--- config.mk ---
export PLATFORM = sky130hd
export DESIGN_NAME = i2c_scl_gen
export DESIGN_NICKNAME = d
export VERILOG_FILES = /design/src/rtl/i2c_scl_gen.sv
export SDC_FILE = /design/constraint.sdc
export NUM_CORES = 1
export LEC_CHECK = 0
export ABC_AREA = 1
export CAP_MARGIN = 25
export CORE_AREA = 4 4 119 121
export CTS_BUF_LIST = sky130_fd_sc_hd__clkbuf_2 sky130_fd_sc_hd__clkbuf_4 sky130_fd_sc_hd__clkbuf_8
export DETAILED_ROUTE_END_ITERATION = 16
export DIE_AREA = 0 0 123 125
export GPL_TIMING_DRIVEN = 0
export PLACE_DENSITY_LB_ADDON = 0.1
export SLEW_MARGIN = 20
export SYNTH_ARGS = -nofsm -noshare
export SYNTH_HDL_FRONTEND = slang
export SYNTH_SLANG_ARGS = --single-unit
--- constraint.sdc ---
create_clock -name clk -period 10 [get_ports clk]
set_input_delay 2 -clock clk [delete_from_list [all_inputs] [get_ports clk]]
set_output_delay 2 -clock clk [all_outputs]
set_load 0.01 [all_outputs]
--- src/rtl/i2c_scl_gen.sv ---
// ============================================================================
// Module      : i2c_scl_gen
// Description : Master-side I2C SCL burst generator. It has a programmable
//               period and low phase, open-drain drive, and clock-stretch
//               detection. It emits fall, rise and sample strobes for the bit
//               FSM.
//               Optional stretch timeout is enabled by the I2C_SCL_TIMEOUT_EN
//               macro.
// Revision    : 1.0 - initial release
// ============================================================================
`default_nettype none

module i2c_scl_gen #(
    parameter int DIV_LEN     = 16,
    parameter int CNT_W       = 4,
    parameter int TIMEOUT_LEN = 16
) (
    input  logic                   clk,
    input  logic                   rstn,
    input  logic [DIV_LEN-1:0]     i_cfg_div,
    input  logic [DIV_LEN-1:0]     i_cfg_low,
    input  logic [CNT_W-1:0]       i_nbits,
    input  logic                   i_start,
    input  logic                   i_abort,
    input  logic                   i_scl_in,
`ifdef I2C_SCL_TIMEOUT_EN
    input  logic [TIMEOUT_LEN-1:0] i_cfg_timeout,
    output logic                   o_timeout,
`endif
    output logic                   o_scl_oe,
    output logic                   o_busy,
    output logic                   o_done,
    output logic                   o_fall_stb,
    output logic                   o_rise_stb,
    output logic                   o_sample_stb,
    output logic                   o_stretch,
    output logic [DIV_LEN-1:0]     o_counter
);

    typedef enum logic [1:0] {
        S_IDLE = 2'd0,
        S_LOW  = 2'd1,
        S_WAIT = 2'd2,
        S_HIGH = 2'd3
    } state_t;

    localparam logic [DIV_LEN-1:0]     c_one      = DIV_LEN'(1);
    localparam logic [DIV_LEN-1:0]     c_two      = DIV_LEN'(2);
    localparam logic [CNT_W-1:0]       c_rem_one  = CNT_W'(1);
    localparam logic [TIMEOUT_LEN-1:0] c_wait_one = TIMEOUT_LEN'(1);
    localparam logic [TIMEOUT_LEN-1:0] c_wait_str = TIMEOUT_LEN'(2);

    state_t                 r_state;
    logic [DIV_LEN-1:0]     r_counter;
    logic [DIV_LEN-1:0]     r_div_q;
    logic [DIV_LEN-1:0]     r_low_q;
    logic [CNT_W-1:0]       r_rem;
    logic [TIMEOUT_LEN-1:0] r_wait_cnt;
    logic                   r_scl_meta;
    logic                   r_scl_oe;
    logic                   r_done;
    logic                   r_fall_stb;
    logic                   r_rise_stb;
    logic                   r_sample_stb;
    logic                   r_stretch;
`ifdef I2C_SCL_TIMEOUT_EN
    logic                   r_timeout;
`endif

    logic [DIV_LEN-1:0]     w_div_q;
    logic [DIV_LEN-1:0]     w_low_q;
    logic [DIV_LEN-1:0]     w_mid;
    logic [DIV_LEN-1:0]     w_cnt_inc;

    // Clamping keeps low_q in [1, div_q-1] so the phase counter never wraps.
    always_comb begin
        w_div_q = (i_cfg_div < c_two) ? c_two : i_cfg_div;
        if (i_cfg_low < c_one)
            w_low_q = c_one;
        else if (i_cfg_low > w_div_q - c_one)
            w_low_q = w_div_q - c_one;
        else
            w_low_q = i_cfg_low;
        w_mid     = r_low_q + ((r_div_q - r_low_q) >> 1);
        w_cnt_inc = r_counter + c_one;
    end

    // r_scl_meta is the first synchroniser stage. The WAIT-exit decision that
    // r_state registers is the second stage, so WAIT lasts two cycles with loopback.
    always_ff @(posedge clk) begin
        if (!rstn) begin
            r_state      <= S_IDLE;
            r_counter    <= '0;
            r_div_q      <= c_two;
            r_low_q      <= c_one;
            r_rem        <= '0;
            r_wait_cnt   <= '0;
            r_scl_meta   <= 1'b1;
            r_scl_oe     <= 1'b0;
            r_done       <= 1'b0;
            r_fall_stb   <= 1'b0;
            r_rise_stb   <= 1'b0;
            r_sample_stb <= 1'b0;
            r_stretch    <= 1'b0;
`ifdef I2C_SCL_TIMEOUT_EN
            r_timeout    <= 1'b0;
`endif
        end else begin
            r_scl_meta   <= i_scl_in;
            r_done       <= 1'b0;
            r_fall_stb   <= 1'b0;
            r_rise_stb   <= 1'b0;
            r_sample_stb <= 1'b0;
            r_stretch    <= 1'b0;
`ifdef I2C_SCL_TIMEOUT_EN
            r_timeout    <= 1'b0;
`endif
            if (i_abort) begin
                r_state   <= S_IDLE;
                r_scl_oe  <= 1'b0;
                r_counter <= '0;
            end else begin
                case (r_state)
                    S_IDLE: begin
                        if (i_start && (i_nbits != '0)) begin
                            r_div_q    <= w_div_q;
                            r_low_q    <= w_low_q;
                            r_rem      <= i_nbits;
                            r_counter  <= '0;
                            r_scl_oe   <= 1'b1;
                            r_fall_stb <= 1'b1;
                            r_state    <= S_LOW;
                        end
                    end
                    S_LOW: begin
                        if (r_counter == r_low_q - c_one) begin
                            r_state    <= S_WAIT;
                            r_scl_oe   <= 1'b0;
                            r_wait_cnt <= c_wait_one;
                        end else begin
                            r_counter  <= w_cnt_inc;
                        end
                    end
                    S_WAIT: begin
                        if (r_scl_meta) begin
                            r_state      <= S_HIGH;
                            r_counter    <= r_low_q;
                            r_rise_stb   <= 1'b1;
                            r_sample_stb <= (r_low_q == w_mid);
`ifdef I2C_SCL_TIMEOUT_EN
                        end else if ((i_cfg_timeout != '0) && (r_wait_cnt == i_cfg_timeout)) begin
                            r_state   <= S_IDLE;
                            r_counter <= '0;
                            r_timeout <= 1'b1;
`endif
                        end else begin
                            if (r_wait_cnt != '1)
                                r_wait_cnt <= r_wait_cnt + c_wait_one;
                            r_stretch <= (r_wait_cnt >= c_wait_str);
                        end
                    end
                    S_HIGH: begin
                        if (r_counter == r_div_q - c_one) begin
                            r_rem <= r_rem - c_rem_one;
                            if (r_rem == c_rem_one) begin
                                r_state   <= S_IDLE;
                                r_counter <= '0;
                                r_done    <= 1'b1;
                            end else begin
                                r_state    <= S_LOW;
                                r_counter  <= '0;
                                r_scl_oe   <= 1'b1;
                                r_fall_stb <= 1'b1;
                            end
                        end else begin
                            r_counter    <= w_cnt_inc;
                            r_sample_stb <= (w_cnt_inc == w_mid);
                        end
                    end
                    default: r_state <= S_IDLE;
                endcase
            end
        end
    end

    assign o_scl_oe     = r_scl_oe;
    assign o_busy       = (r_state != S_IDLE);
    assign o_done       = r_done;
    assign o_fall_stb   = r_fall_stb;
    assign o_rise_stb   = r_rise_stb;
    assign o_sample_stb = r_sample_stb;
    assign o_stretch    = r_stretch;
    assign o_counter    = r_counter;
`ifdef I2C_SCL_TIMEOUT_EN
    assign o_timeout    = r_timeout;
`endif

endmodule

`default_nettype wire

==> impl_metrics.tcl <==
set metrics [dict create \
    combinationalPowerShare 0.523 \
    hp-start "o_scl_oe" \
    fin_nets 1591 \
    reg2reg_slack_ps 5690 \
    yosysWarnings 0 \
    cts_tree "yes" \
    seq_area_frac_synth 0.184 \
    dp_cells 1652 \
    die_w_um 123 \
    initial_utilization 0.639 \
    cts_buffers 9 \
    die_y_um 125 \
    multi_input_area_um2 5900 \
    leakagePower_nw 4.47 \
    final_cells 1668 \
    syn_inst 1414 \
    ctsRootBufferMaster "clkbuf_8" \
    async_flop_share 0 \
    dr.first_iter.drc_count 910 \
    worstHoldEndpoint "o_scl_oe" \
    cts-htree-levels 3 \
    start_kind "input port" \
    synth_flop_cell "dfxtp_1" \
    fin_crit_sh 0.619 \
    cts_sinks 77 \
    p_switching_mw 0.582 \
    hold_viol 0 \
    dpl.hpwl_um 21500 \
    place.gp.congestion 1.02 \
    vdd_drop_max_v 0.000101 \
    p_seq_frac 0.269 \
    hold_path_class "reg -> reg" \
    path_class "in -> reg" \
    grt_max_degree 14 \
    min_path_cells 2 \
    first_pass_iters 6 \
    worstSkewPairLatency_ps 380 \
    synth_nets 1518 \
    synth-edff-count 0 \
    finish.utilization 0.720 \
    antenna_found_initial 0 \
    cts.clk_slew.worst_paths_ps 80 \
    cap_violations 0 \
    r2r-end "o_sample_stb" \
    rsz0062_at_grt "no" \
    drc 0 \
    max_freq_mhz 162 \
    grt_pass1_vias 8827 \
    grt_use_total 0.344 \
    p_int_mw 0.717 \
    drv_slew 0 \
    grt_pass1_wl_um 42600 \
    cts-resized-gates 0 \
    final-setup-viol-count 0 \
    syn_area_per_cell_um2 5.91 \
    cts_hold_buf 0 \
    regArea_um2 1540 \
    timing.rr.start "r_low_q[2]" \
    fp.dieArea_um2 15400 \
    syn_area_um2 8360 \
    relSlewSlack 0.555 \
    synth_seq_cells 77 \
    p_per_area_nw_per_um2 138 \
    wl_per_cell_um 15.7 \
    crit_arrival_ps 6480 \
    nFillCells 1207 \
    num_antenna_cells 0 \
    ios 64 \
    tightest_slew_ps 668 \
    ys_types 48 \
    finalCriticalPeriod_ps 6190 \
    skew_ps 17.5 \
    vias 9411 \
    core-area_um2 13100 \
    grt_overflow_total 0 \
    antenna_left 0 \
    required_ps 10300 \
    cp-end-kind "register" \
    status "finished, final reports clean" \
    clock_path_buffers 2 \
    syn2layout_area_growth_pct 12.7 \
    wl_um 26200 \
    setup_tns_ps 0 \
    std_cell_rows 42 \
    reg2reg_depth 24 \
    crit_fanout 10 \
    portBuffers 62 \
    postCtsSetupRepairBufs 0 \
    p_clk_frac 0.208 \
    drive_above_1_share 0.0570 \
    via_per_inst 5.64 \
    p_sw_frac 0.448 \
]
-- sequential cells by signal, indices dropped and copies added, names as in the netlist, 2 cells and up --
name / flops
r_state: 2
r_rem: 4
r_wait_cnt: 16
r_div_q: 16
r_low_q: 16
o_counter: 16
-- critical path, cell delays in order --
cell and delay (ps):
clkdlybuf4s50_1 500, nor2_1 200, nand3_1 120, nor2_1 150, nand2_1 110, nand2_1 170, ha_1 210, nand3_1 190
nor3_1 340, nand4_1 160, xor2_1 260, inv_1 80, ha_1 300, nand4_1 100, nor3_1 230, o21ai_0 150
nand2_1 80, nand2_1 90, inv_1 90, clkbuf_1 350, buf_2 290, o211ai_1 170, a21oi_1 160
-- layer usage --
layer,up-vias,GRT usage,part of all wire
met5,-,0,0
met4,0,0.136,0.045
met3,90,0.0637,0.075
met2,407,0.567,0.46
met1,4227,0.443,0.42
li1,4687,-,-
-- how the worst max path moves through the flow --
stage | start | end
6_report | i_cfg_div[13] | r_low_q[11]
3_3_place_gp | i_cfg_div[13] | r_low_q[13]
4_1_cts | i_cfg_div[13] | r_low_q[11]
5_1_grt | i_cfg_div[13] | r_low_q[5]
2_1_floorplan | i_cfg_div[10] | r_low_q[5]
3_5_place_dp | i_cfg_div[13] | r_low_q[11]
-- cells in the mapped netlist, types with 2 or more instances --
| master | count | share of area |
|---|---|---|
| a21oi_1 | 93 | 0.056 |
| xnor2_1 | 28 | 0.029 |
| a31oi_1 | 2 | 0.0015 |
| nor2_2 | 10 | 0.0075 |
| o21ai_0 | 46 | 0.028 |
| nand3_1 | 91 | 0.054 |
| o211ai_1 | 14 | 0.013 |
| a21oi_2 | 7 | 0.0073 |
| o22ai_1 | 3 | 0.0022 |
| a211oi_1 | 3 | 0.0027 |
| clkinv_1 | 2 | 0.00090 |
| clkbuf_1 | 18 | 0.0081 |
| nand2_2 | 4 | 0.0030 |
| nand3_4 | 3 | 0.0063 |
| xor2_1 | 46 | 0.048 |
| nor3_1 | 15 | 0.0090 |
| nor4_1 | 9 | 0.0067 |
| nand3_2 | 3 | 0.0036 |
| o2111ai_1 | 2 | 0.0021 |
| nand4_1 | 34 | 0.025 |
| nor2_1 | 146 | 0.066 |
| buf_2 | 20 | 0.012 |
| o21bai_1 | 4 | 0.0036 |
| ha_1 | 61 | 0.091 |
| inv_1 | 181 | 0.081 |
| buf_6 | 2 | 0.0027 |
| and2_1 | 3 | 0.0022 |
| nor2_4 | 4 | 0.0054 |
| nand3b_1 | 9 | 0.0081 |
| fa_1 | 2 | 0.0048 |
| or2_2 | 5 | 0.0037 |
| inv_2 | 4 | 0.0018 |
| nand2_1 | 444 | 0.20 |
| o21ai_1 | 6 | 0.0036 |
| dfxtp_1 | 77 | 0.18 |
-- power groups by stage --
| stage | combinational (mW) | sequential (mW) | clock, mW |
|---|---|---|---|
| 5_1_grt | 0.770 | 0.351 | 0.283 |
| 4_1_cts | 0.670 | 0.348 | 0.272 |
| 2_1_floorplan | 0.517 | 0.343 | 0 |
| 6_report | 0.680 | 0.349 | 0.270 |
| 3_5_place_dp | 0.666 | 0.355 | 0 |
| 3_3_place_gp | 0.652 | 0.354 | 0 |
-- stage by stage --
step / instance area (um^2) / hold slack (ps) / setup WS, ps / power, mW
after floorplan: 8360 / 458 / 5010 / 0.860
after global placement: 9200 / 452 / 3640 / 1.01
after detailed placement: 9200 / 458 / 3610 / 1.02
after CTS: 9430 / 470 / 3970 / 1.29
after global routing: 9430 / 511 / 3360 / 1.40
final: 9430 / 471 / 3810 / 1.30
-- cell type report --
class                   instances  share of cell area
plain buffers                  42              0.0226
clock buffers                  11              0.0147
clock inverters                 5             0.00889
inverters                     188              0.0754
multi-input cells            1107               0.626
flip-flops and latches         77               0.164
well taps                     176              0.0234
repair buffers                 62              0.0658
-- cell families (layout without fill, tap and decap cells) --
family | Yosys count | count (layout) | synth area share
AND/OR/NAND/NOR | 784 | 784 | 0.405
XOR/XNOR | 75 | 75 | 0.0802
buffers and inverters | 230 | 308 | 0.110
adder cells (fa/ha/maj) | 63 | 63 | 0.0961
flip-flops | 77 | 77 | 0.184
AO/OA/AOI/OAI | 185 | 185 | 0.124
-- placed cells by master, fill, tap and decap left out, drive strengths merged --
cell type      count
clkinvlp           2
nand4             35
o21ai             52
xnor3              1
inv              187
a21o               1
a21boi             1
o21bai             4
fa                 2
dfxtp             77
ha                61
o2111ai            2
and2               3
a31oi              2
o211ai            14
nor3b              1
nand2            449
nor3              16
a211o              1
clkbuf            29
buf               24
a21oi            100
o22ai              3
nand3b             9
xnor2             28
nor4               9
clkinv             2
or2                5
bufinv             2
xor2              46
a31o               1
nand3             97
nor2             160
a311oi             1
clkdlybuf4s50     62
a211oi             3
Power figures use the tool's default switching activity.
